--- src/rtl/pc_pkg.sv ---
// pc_pkg: shared state encoding and constants for the PC/fetch sequencer.
package pc_pkg;
  typedef enum logic [1:0] {FETCH, EXEC, HALT, TRAP} pc_state_e;
  localparam int PC_INC = 4;
  localparam logic [31:0] DEFAULT_RESET_ADDR = 32'h0000_0000;
endpackage

--- src/rtl/pc_next_calc.sv ---
// pc_next_calc: combinational next-PC and link-value computation.
module pc_next_calc import pc_pkg::*; #(
  parameter int XLEN = 32
) (
  input  logic [XLEN-1:0] i_pc,
  input  logic [XLEN-1:0] i_imm,
  input  logic [XLEN-1:0] i_rs1,
  input  logic            i_jump_cntr,
  input  logic            i_is_jalr,
  output logic [XLEN-1:0] o_next_pc,
  output logic [XLEN-1:0] o_pc_plus4
);
  logic [XLEN-1:0] jalr_sum;
  always_comb begin
    o_pc_plus4 = i_pc + XLEN'(PC_INC);
    jalr_sum = i_rs1 + i_imm;
    o_next_pc = !i_jump_cntr ? o_pc_plus4 :
                i_is_jalr    ? {jalr_sum[XLEN-1:1], 1'b0} : i_pc + i_imm;
  end
endmodule

--- src/rtl/pc_fetch_ctrl.sv ---
// pc_fetch_ctrl: PC register and fetch/execute sequencer with req/ack imem handshake.
// Define PC_MISALIGN_TRAP_EN to trap on misaligned redirect targets instead of masking them.
module pc_fetch_ctrl import pc_pkg::*; #(
  parameter int              XLEN       = 32,
  parameter logic [XLEN-1:0] RESET_ADDR = XLEN'(DEFAULT_RESET_ADDR)
) (
  input  logic            i_clk,
  input  logic            i_rst_n,
  output logic            o_imem_req,
  output logic [XLEN-1:0] o_imem_addr,
  input  logic            i_imem_ack,
  output logic            o_instr_valid,
  input  logic            i_stall,
  input  logic            i_jump_cntr,
  input  logic            i_is_jalr,
  input  logic [XLEN-1:0] i_imm,
  input  logic [XLEN-1:0] i_rs1,
  input  logic            i_halt,
  output logic [XLEN-1:0] o_pc,
  output logic [XLEN-1:0] o_pc_plus4,
  output logic            o_halted
`ifdef PC_MISALIGN_TRAP_EN
  ,
  output logic            o_trap
`endif
);
  pc_state_e       state_q, state_d;
  logic [XLEN-1:0] pc_q, pc_d, next_pc;
  logic            req_q, req_d;
  pc_next_calc #(.XLEN(XLEN)) u_calc (
    .i_pc        (pc_q),
    .i_imm       (i_imm),
    .i_rs1       (i_rs1),
    .i_jump_cntr (i_jump_cntr),
    .i_is_jalr   (i_is_jalr),
    .o_next_pc   (next_pc),
    .o_pc_plus4  (o_pc_plus4)
  );
  always_comb begin
    state_d = state_q;
    pc_d = pc_q;
    req_d = 1'b0;
    case (state_q)
      FETCH: begin
        // an ack only counts once the registered request is visible to memory
        req_d = !(req_q && i_imem_ack);
        state_d = (req_q && i_imem_ack) ? EXEC : FETCH;
      end
      EXEC: if (!i_stall) begin
        if (i_halt) state_d = HALT;
`ifdef PC_MISALIGN_TRAP_EN
        else if (next_pc[1:0] != 2'b00) state_d = TRAP;
`endif
        else begin
          state_d = FETCH;
          req_d = 1'b1;
          pc_d = next_pc & ~XLEN'(2'b11);
        end
      end
      default: ;
    endcase
  end
  always_ff @(posedge i_clk or negedge i_rst_n)
    if (!i_rst_n) begin
      state_q <= FETCH;
      pc_q <= RESET_ADDR;
      req_q <= 1'b0;
    end else begin
      state_q <= state_d;
      pc_q <= pc_d;
      req_q <= req_d;
    end
  assign o_imem_req = req_q;
  assign o_imem_addr = pc_q;
  assign o_pc = pc_q;
  assign o_instr_valid = state_q == EXEC;
  assign o_halted = state_q == HALT || state_q == TRAP;
`ifdef PC_MISALIGN_TRAP_EN
  assign o_trap = state_q == TRAP;
`endif
endmodule

--- config.mk ---
export PLATFORM = sky130hd
export DESIGN_NAME = pc_fetch_ctrl
export DESIGN_NICKNAME = d
export VERILOG_FILES = /design/src/rtl/pc_pkg.sv /design/src/rtl/pc_next_calc.sv /design/src/rtl/pc_fetch_ctrl.sv
export SDC_FILE = /design/constraint.sdc
export NUM_CORES = 1
export LEC_CHECK = 0
export CAP_MARGIN = 10
export CORE_ASPECT_RATIO = 2
export CORE_MARGIN = 2
export CORE_UTILIZATION = 40
export DETAILED_ROUTE_END_ITERATION = 10
export DONT_BUFFER_PORTS = 1
export GPL_ROUTABILITY_DRIVEN = 0
export HOLD_SLACK_MARGIN = 0.15
export PLACE_DENSITY = 0.63
export SLEW_MARGIN = 25
export SYNTH_ARGS = -nofsm -noshare
export SYNTH_HDL_FRONTEND = slang
export SYNTH_HIERARCHICAL = 1
export SYNTH_SLANG_ARGS = --single-unit
--- constraint.sdc ---
create_clock -name i_clk -period 3.8 [get_ports i_clk]
set_clock_uncertainty 0.15 [all_clocks]
set_input_delay 0.76 -clock i_clk [delete_from_list [all_inputs] [get_ports i_clk]]
set_output_delay 0.76 -clock i_clk [all_outputs]
set_load 0.01 [all_outputs]
==> flow_metrics.env <==
export IMPL_status="finished clean"
export IMPL_dp_hpwl_mm=16.3
export IMPL_max_clock_path_buffers=2
export IMPL_drive_gt1_share_pct=10.6
export IMPL_ioPinCount=170
export IMPL_min_path_type="input pin to asynchronous set/reset pin"
export IMPL_grt_pass1_wl_mm=30.4
export IMPL_reg2reg_depth=10
export IMPL_crit_slowest_cell="dfrtp_1"
export IMPL_start_util_pct=40.9
export IMPL_ir_drop_v=0.000528
export IMPL_r2r_end="o_imem_addr[25]$_DFFE_PN0P_"
export IMPL_syn_avg_cell_area_um2=7.82
export IMPL_cts_sinks=33
export IMPL_rsz0062_at_grt="false"
export IMPL_dr_total_vias=5514
export IMPL_worst_slew_pin_slew_ns=0.531
export IMPL_slew_headroom_pct=64.4
export IMPL_htree_levels=2
export IMPL_worstPathRequired_ns=2.89
export IMPL_drtPass1Iterations=5
export IMPL_cts_tree="done"
export IMPL_first_global_vias=5724
export IMPL_grt_usage_pct=24.9
export IMPL_critPathMaxFanout=6
export IMPL_fin_cells=917
export IMPL_overflow=0
export IMPL_core_area_um2=14400
export IMPL_nNetsFinal=858
export IMPL_grt_max_degree=58
export IMPL_crit_arrival_ns=2.75
export IMPL_portBuffers=0
export IMPL_numCtsBuffers=5
export IMPL_r2r_start="o_imem_addr[6]$_DFFE_PN0P_"
export IMPL_end_kind="output port"
export IMPL_path_clk_slew_ns=0.06
export IMPL_critPathLaunch="o_imem_addr[7]$_DFFE_PN0P_"
export IMPL_die_w_um=89.9
export IMPL_critical_path_most_common_cell="and4_1"
export IMPL_rows=62
export IMPL_routed_wl_mm=19.9
export IMPL_fp_dieH_um=176
export IMPL_wl_per_cell_um=21.7
export IMPL_timing_final_max_slew_violations=0
export IMPL_critPathLaunchType="flop"
export IMPL_path_cells="and4_1 > and4_1 > and3_1 > nand2_1 > or2_1 > nor2_1 > xor2_1"
export IMPL_maxCapViolCount=0
export IMPL_dp_cells=907
export IMPL_drt_antenna_violating_nets=0
export IMPL_area_delta_synth_final_pct=3.05
export IMPL_syn_instance_count=755
export IMPL_viasPerCell=6.01
export IMPL_clock_fmax_mhz=273
export IMPL_cts_root_buf="clkbuf_16"
export IMPL_clk_latency_ns=0.29
export IMPL_setup_tns_ns=0
export IMPL_period_share_pct=96.3
export IMPL_crit_type="flop to output port"
export IMPL_synth_warnings=6
export IMPL_antenna_found_initial=0
export IMPL_total_leakage_power_nw=2.82
export IMPL_p_per_area_nw_per_um2=694
export IMPL_finalSetupViolations=0
export IMPL_final_min_clock_period_ns=3.66
export IMPL_finalHoldViolations=0
export IMPL_fp_dieArea_um2=15800
export IMPL_drc_errors=0
export IMPL_stdcell_area_um2=6080
export IMPL_post_dp_cell_area_um2=5910
export IMPL_rrSetupSlack_ns=0.42
export IMPL_drt_iter0_markers=199
export IMPL_syn_area_um2=5900
export IMPL_slowest_delay_ns=0.58
## state kept, by name, summed over array words and instances, names as in the netlist
| signal | count |
|---|---|
| o_imem_addr | 30 |
| o_imem_req | 1 |
| state_q | 2 |
## routing by layer
metal,GRT usage (%),vias up,part of all wire [%]
li1,-,2649,-
met5,0,-,0
met3,7.29,91,7.3
met1,19.4,2529,29
met2,48.7,245,55
met4,21.0,0,9.4
## report_power, final
part | switching, mW | internal (mW) | leakage, nW
Combinational | 1.75 | 1.21 | 2.34
Clock | 0.177 | 0.243 | 0.0621
Sequential | 0.342 | 0.505 | 0.418
## layout by cell type (no fill, tap or decap), types with 3 or more instances in the layout
cell and count:
nor2_1 64, clkbuf_16 5, a211oi_1 8, mux2_2 28, o21ai_0 25, mux2i_1 3, nand3b_1 3, xnor2_1 51
nand4_1 9, a31oi_1 10, conb_1 9, a21oi_1 87, nand2b_1 6, inv_1 9, buf_4 21, mux2_1 3
and4_1 3, nor3_1 4, o211ai_1 5, a221oi_1 3, nand3_1 23, o21ai_1 10, o21bai_1 4, nand2_1 61
dfrtp_1 33, o21a_1 7, ha_1 62, and2_1 5, a21o_1 45, xor2_1 31, clkinvlp_4 3, o2111ai_1 3
and3_1 19, nor2b_1 8, o22ai_1 6
## final cells by class
cell class                 count  area [um^2]
fill                        1526         8350
multi-input combinational    652         4660
sequential                    33          826
tap                          192          240
timing repair buffer          22          178
clock buffer                   5          125
inverter                       9         33.8
clock inverter                 3         22.5
antenna                        1         2.50
## per-stage QoR
step           power (mW)  hold slack (ns)  worst slack [ns]  util [%]
2_1_floorplan        3.16            0.314             0.234         -
3_3_place_gp         3.77            0.316             0.114      41.0
3_5_place_dp         3.78            0.316            0.0667      41.0
4_1_cts              4.22            0.159             0.121      42.1
5_1_grt              4.55            0.163            0.0156      42.1
6_report             4.22            0.151             0.142      42.2
## critical path, delay by kind of cell, from the launching register on
kind / cells / cell delay [ns]
flip-flops: 1 / 0.58
AND/OR/NAND/NOR: 6 / 1.51
XOR/XNOR: 1 / 0.36
## worst max-delay path by stage
stage / end / slack [ns]
2_1_floorplan: o_imem_addr[26]$_DFFE_PN0P_ / 0.23
3_3_place_gp: o_imem_addr[26]$_DFFE_PN0P_ / 0.11
3_5_place_dp: o_imem_addr[26]$_DFFE_PN0P_ / 0.07
4_1_cts: o_pc_plus4[31] / 0.12
5_1_grt: o_pc_plus4[31] / 0.02
6_report: o_pc_plus4[31] / 0.14
## repair_timing
| item | in CTS | in global routing |
|---|---|---|
| hold buffers | 1 | 0 |
| gates resized for setup | 0 | 0 |
| endpoints found under the hold margin | 33 | 0 |
| buffers inserted | 0 | 0 |
No activity file was read; power rests on OpenSTA's default activity.
